[src/rtl/product_block_reducer.sv]
// product_block_reducer: requests a product block, reduces it to sum/max/count, reports timeout or truncation.
module product_block_reducer #(
  parameter int LOGDEPTH = 6,
  parameter int WIDTH = 32,
  parameter int TIMEOUT = 255,
  parameter int GAP_MAX = 3
) (
  input  logic                      clk,
  input  logic                      rst,
  input  logic                      start,
  output logic                      EN_blockRead,
  input  logic                      VALID_memVal,
  input  logic [WIDTH-1:0]          memVal_data,
  output logic                      res_valid,
  input  logic                      res_ready,
  output logic [WIDTH+LOGDEPTH-1:0] res_sum,
  output logic [WIDTH-1:0]          res_max,
  output logic [LOGDEPTH:0]         res_count,
  output logic                      res_timeout,
  output logic                      res_short,
  output logic                      busy
);
  localparam int DEPTH = 1 << LOGDEPTH;
  localparam int CW = LOGDEPTH + 1;
  localparam int TW = $clog2(TIMEOUT + 1);
  localparam int GW = $clog2(GAP_MAX + 1);
  typedef enum logic [1:0] {IDLE, REQ, COLLECT, HOLD} state_t;
  state_t state, state_n;
  logic [TW-1:0] timer;
  logic [GW-1:0] gap;
  logic accept, last_word, timer_end, gap_end;
  assign accept = VALID_memVal && (state == REQ || state == COLLECT);
  assign last_word = res_count == CW'(DEPTH - 1);
  assign timer_end = timer == TW'(TIMEOUT - 1);
  assign gap_end = gap == GW'(GAP_MAX - 1);
  assign EN_blockRead = state == REQ;
  assign res_valid = state == HOLD;
  assign busy = state != IDLE;
  always_comb begin
    state_n = state;
    case (state)
      IDLE:    state_n = start ? REQ : IDLE;
      REQ:     state_n = VALID_memVal ? (last_word ? HOLD : COLLECT) : (timer_end ? HOLD : REQ);
      COLLECT: state_n = (VALID_memVal ? last_word : gap_end) ? HOLD : COLLECT;
      HOLD:    state_n = res_ready ? IDLE : HOLD;
    endcase
  end
  always_ff @(posedge clk) begin
    if (rst) begin
      state <= IDLE;
      res_sum <= '0;
      res_max <= '0;
      res_count <= '0;
      res_timeout <= 1'b0;
      res_short <= 1'b0;
      timer <= '0;
      gap <= '0;
    end else begin
      state <= state_n;
      if (state == IDLE && start) begin
        res_sum <= '0;
        res_max <= '0;
        res_count <= '0;
        res_timeout <= 1'b0;
        res_short <= 1'b0;
        timer <= '0;
        gap <= '0;
      end else if (accept) begin
        res_sum <= res_sum + {{LOGDEPTH{1'b0}}, memVal_data};
        res_max <= memVal_data > res_max ? memVal_data : res_max;
        res_count <= res_count + 1'b1;
        gap <= '0;
      end else if (state == REQ) begin
        timer <= timer + 1'b1;
        res_timeout <= timer_end;
      end else if (state == COLLECT) begin
        gap <= gap + 1'b1;
        res_short <= gap_end;
      end
    end
  end
endmodule

[config.mk]
export PLATFORM = sky130hd
export DESIGN_NAME = product_block_reducer
export DESIGN_NICKNAME = d
export VERILOG_FILES = /design/src/rtl/product_block_reducer.sv
export SDC_FILE = /design/constraint.sdc
export NUM_CORES = 1
export LEC_CHECK = 0
export BUFFER_PORTS_ARGS = -buffer_cell sky130_fd_sc_hd__buf_2
export CAP_MARGIN = 10
export CORE_UTILIZATION = 40
export CTS_BUF_LIST = sky130_fd_sc_hd__clkbuf_8
export DETAILED_ROUTE_END_ITERATION = 8
export GPL_ROUTABILITY_DRIVEN = 0
export SETUP_SLACK_MARGIN = 0.2
export SLEW_MARGIN = 30
export SYNTH_ARGS = -nofsm -noshare
export SYNTH_HDL_FRONTEND = slang
export SYNTH_SLANG_ARGS = --single-unit
[constraint.sdc]
create_clock -name clk -period 2.2 [get_ports clk]
set_input_delay 0.11 -clock clk [delete_from_list [all_inputs] [get_ports clk]]
set_output_delay 0.11 -clock clk [all_outputs]
set_load 0.02 [all_outputs]
==> results.yml <==
critical_path:
  slowest_stage: "or4_4"
  crit_arrival_ns: 2.76
  r2r-end: "res_max[20]"
  path_class: "reg -> reg"
  crit_start: "res_max[21]"
  crit_buf_inv: 3
  crit-reg2reg-launch: "res_max[21]"
  required_ns: 2.49
  crit_fanout: 6
  regToRegSetupSlack_ns: -0.27
  slowest_delay_ns: 0.58
  cp-start-kind: "register"
  crit_chain: "inv_2, ha_4, nand4_1, or4_4, o21bai_4, a211oi_4, buf_6, buf_12, mux2i_1"
  worstRegToRegCells: 9
  end_kind: "register"
  critical-path-top-delay-family: "simple AND/OR/NAND/NOR gates"
power:
  vdd_ir_drop_max_uv: 291
  power_density_nw_per_um2: 416
  cellLeakagePower_nw: 4.01
finish:
  drive_above_1_share_pct: 43.9
  final_area_um2: 9550
  nets: 1144
  utilization_pct: 62.8
  layout.cells.non_filler: 1226
  syn_to_final_growth_pct: 53.5
  num-fill-cells: 1310
  diodes: 0
global_routing:
  grtUsageTotal_pct: 23.8
  antenna_found_initial: 0
  grt_pass1_wl_mm: 30.6
  grt_max_degree: 40
  gr-total-overflow: 0
  grt_pass1_vias: 6389
synthesis:
  netlist_instances: 783
  syn-num-nets: 894
  synth.largest_area_cell: "dfxtp_1"
  yosys-mux-area-fraction_pct: 6.12
  synth-compound-area-share_pct: 17.5
  synth_fa_ha_area_share_pct: 15.0
  ys_async_sr_fraction_pct: 0
  synthXorXnorAreaFrac_pct: 3.94
  ys_ff_latch: 91
  synthFlopType: "dfxtp_1"
  synth_edf_count: 0
  syn_area_per_cell_um2: 7.94
  seq_area_frac_synth_pct: 29.3
  netlist_area_um2: 6220
  synth_area_leaders: "dfxtp_1, ha_1, nand2_1"
  yosys.area.top_type_share_pct: 29.3
  synth-simple-area-share_pct: 22.4
  synth_top_family_by_area: "simple AND/OR/NAND/NOR gates"
  ys_warn_count: 0
  ys_types: 63
hold_path:
  hold_depth: 3
  holdPathEnd: "res_max[6]"
  hold_path.class: "in -> reg"
  min_from: "memVal_data[6]"
timing:
  rsz0062_at_grt: "yes"
  period_minus_slack_ns: 2.47
  finalWorstSetupSlack_ns: -0.270
  finalSetupViolCount: 53
  report.final.slew_viol_count: 0
  worstMarginPinSlew_ns: 0.424
  relSlewSlack_pct: 71.4
  finalHoldViolations: 0
  fmax_mhz: 405
  clock_skew_ns: 0.0145
  min_period_over_period_pct: 112
detailed_routing:
  drtPass1Iterations: 5
  drc: 0
  vias: 6480
  wl_per_cell_um: 15.9
  detail-route-antenna-nets: 0
  finalWirelength_mm: 19.5
  viasPerCell: 5.29
  drt_iter0_drc: 246
clocking:
  cts-buffers-inserted: 9
  htree_levels: 3
  numClockSinks: 91
  clk_latency_ns: 0.38
  clk_pin_slew_worst_paths_ns: 0.10
  cts-root-buf: "clkbuf_8"
  cts_tree: "built"
  cts_max_path_buffers: 2
place:
  place_area_um2: 8350
  placedCellCount: 1176
  place_hpwl_mm: 13.6
  io_buffers: 118
  dp_slack_ns: -0.241
flow_run:
  maxCapViolCount: 0
floorplan:
  ioPinCount: 119
  fp.dieW_um: 127
  coreArea_um2: 15200
  start_util_pct: 40.9
  std_cell_rows: 45
  dieHeight_um: 127
  die_area_um2: 16000
outcome:
  outcome: "complete, but fails checks"
  failed_checks: "setup timing"
[cell families (layout without fill, tap and decap cells)]
kind of cell    after synthesis  count (layout)
simple gates                298             298
compound gates              169             169
flops                        91              91
buf+inv                      85             340
fa+ha+maj                    74              74
mux                          38              38
xor+xnor                     28              28
[layout make-up]
cell class,instances,area (µm²),area share (%)
multi-input cells,607,5020,52.6
flip-flops and latches,91,1930,20.2
repair buffers,271,1920,20.1
well taps,188,235,2.46
inverters,53,199,2.08
clock buffers,11,151,1.59
clock inverters,5,82.6,0.865
[worst register-to-register path: stages (launching register included)]
cell,delay [ns]
dfxtp_4,0.36
inv_2,0.04
ha_4,0.26
nand4_1,0.17
or4_4,0.58
o21bai_4,0.19
a211oi_4,0.25
buf_6,0.18
buf_12,0.15
mux2i_1,0.22
[registers in the layout, indices dropped and copies added, names as in the netlist]
signal,flops
gap,2
res_count,7
res_max,32
res_short,1
res_sum,38
res_timeout,1
state,2
timer,8
[worst max-delay path by stage]
stage / end / depth (start not counted)
finish: res_max[20] / 9
global route: res_max[20] / 9
CTS: res_max[23] / 9
detailed placement: res_max[1] / 8
global placement: res_max[1] / 8
floorplan: res_max[16] / 8
[synthesized netlist by cell type, types with 6 or more instances]
cell      instances
nand2b_1          7
nand2_1         137
nor2_1           49
or3_1             6
dfxtp_1          91
ha_1             73
mux2i_1          38
and3_1            7
inv_1            53
nor3_1           12
xor2_1            9
a21oi_1          68
a21o_1           17
nand4_1          19
o21ai_0          28
nor2b_1           9
nand3_1          27
xnor2_1          19
o211ai_1          6
clkbuf_1         19
[routing by layer]
layer	track usage, %	vias up	part of all wire, %
met5	0	-	0
met4	8.75	0	1.6
met3	3.50	21	3.6
met2	42.4	127	50
met1	29.1	3082	45
li1	-	3250	-
[metrics by stage]
step	setup TNS [ns]	hold slack [ns]	total power, W
finish	-8.37	0.0192	0.00397
floorplan	-2.62	0.182	0.00220
CTS	-8.14	0.00157	0.00394
global placement	-5.58	0.353	0.00250
global route	-14.78	0.00528	0.00416
detailed placement	-7.63	0.362	0.00252
[power by group]
part	internal (W)	switching, W
combinational	0.000431	0.000517
clock	0.000709	0.000635
sequential	0.00165	0.0000229
[cell usage in the layout (no fill, tap or decap), types with 10 or more instances in the layout]
cell type,n
a21o_1,16
a21oi_1,45
a21oi_2,16
buf_2,118
buf_4,118
buf_6,19
clkbuf_8,11
dfxtp_1,50
dfxtp_2,18
dfxtp_4,23
dlygate4sd3_1,10
ha_1,42
ha_4,30
inv_1,46
mux2i_1,38
nand2_1,132
nand3_1,22
nand4_1,19
nor2_1,42
o21ai_0,15
xnor2_1,14
[timing repair]
item,in CTS,in global routing
cloned,1,2
hold buffers,10,0
resized for setup,81,46
hold endpoints to repair,11,0
setup endpoints to repair,60,70
pin swaps,63,48
buffers inserted,16,5
(Power assumes the default switching activity.)
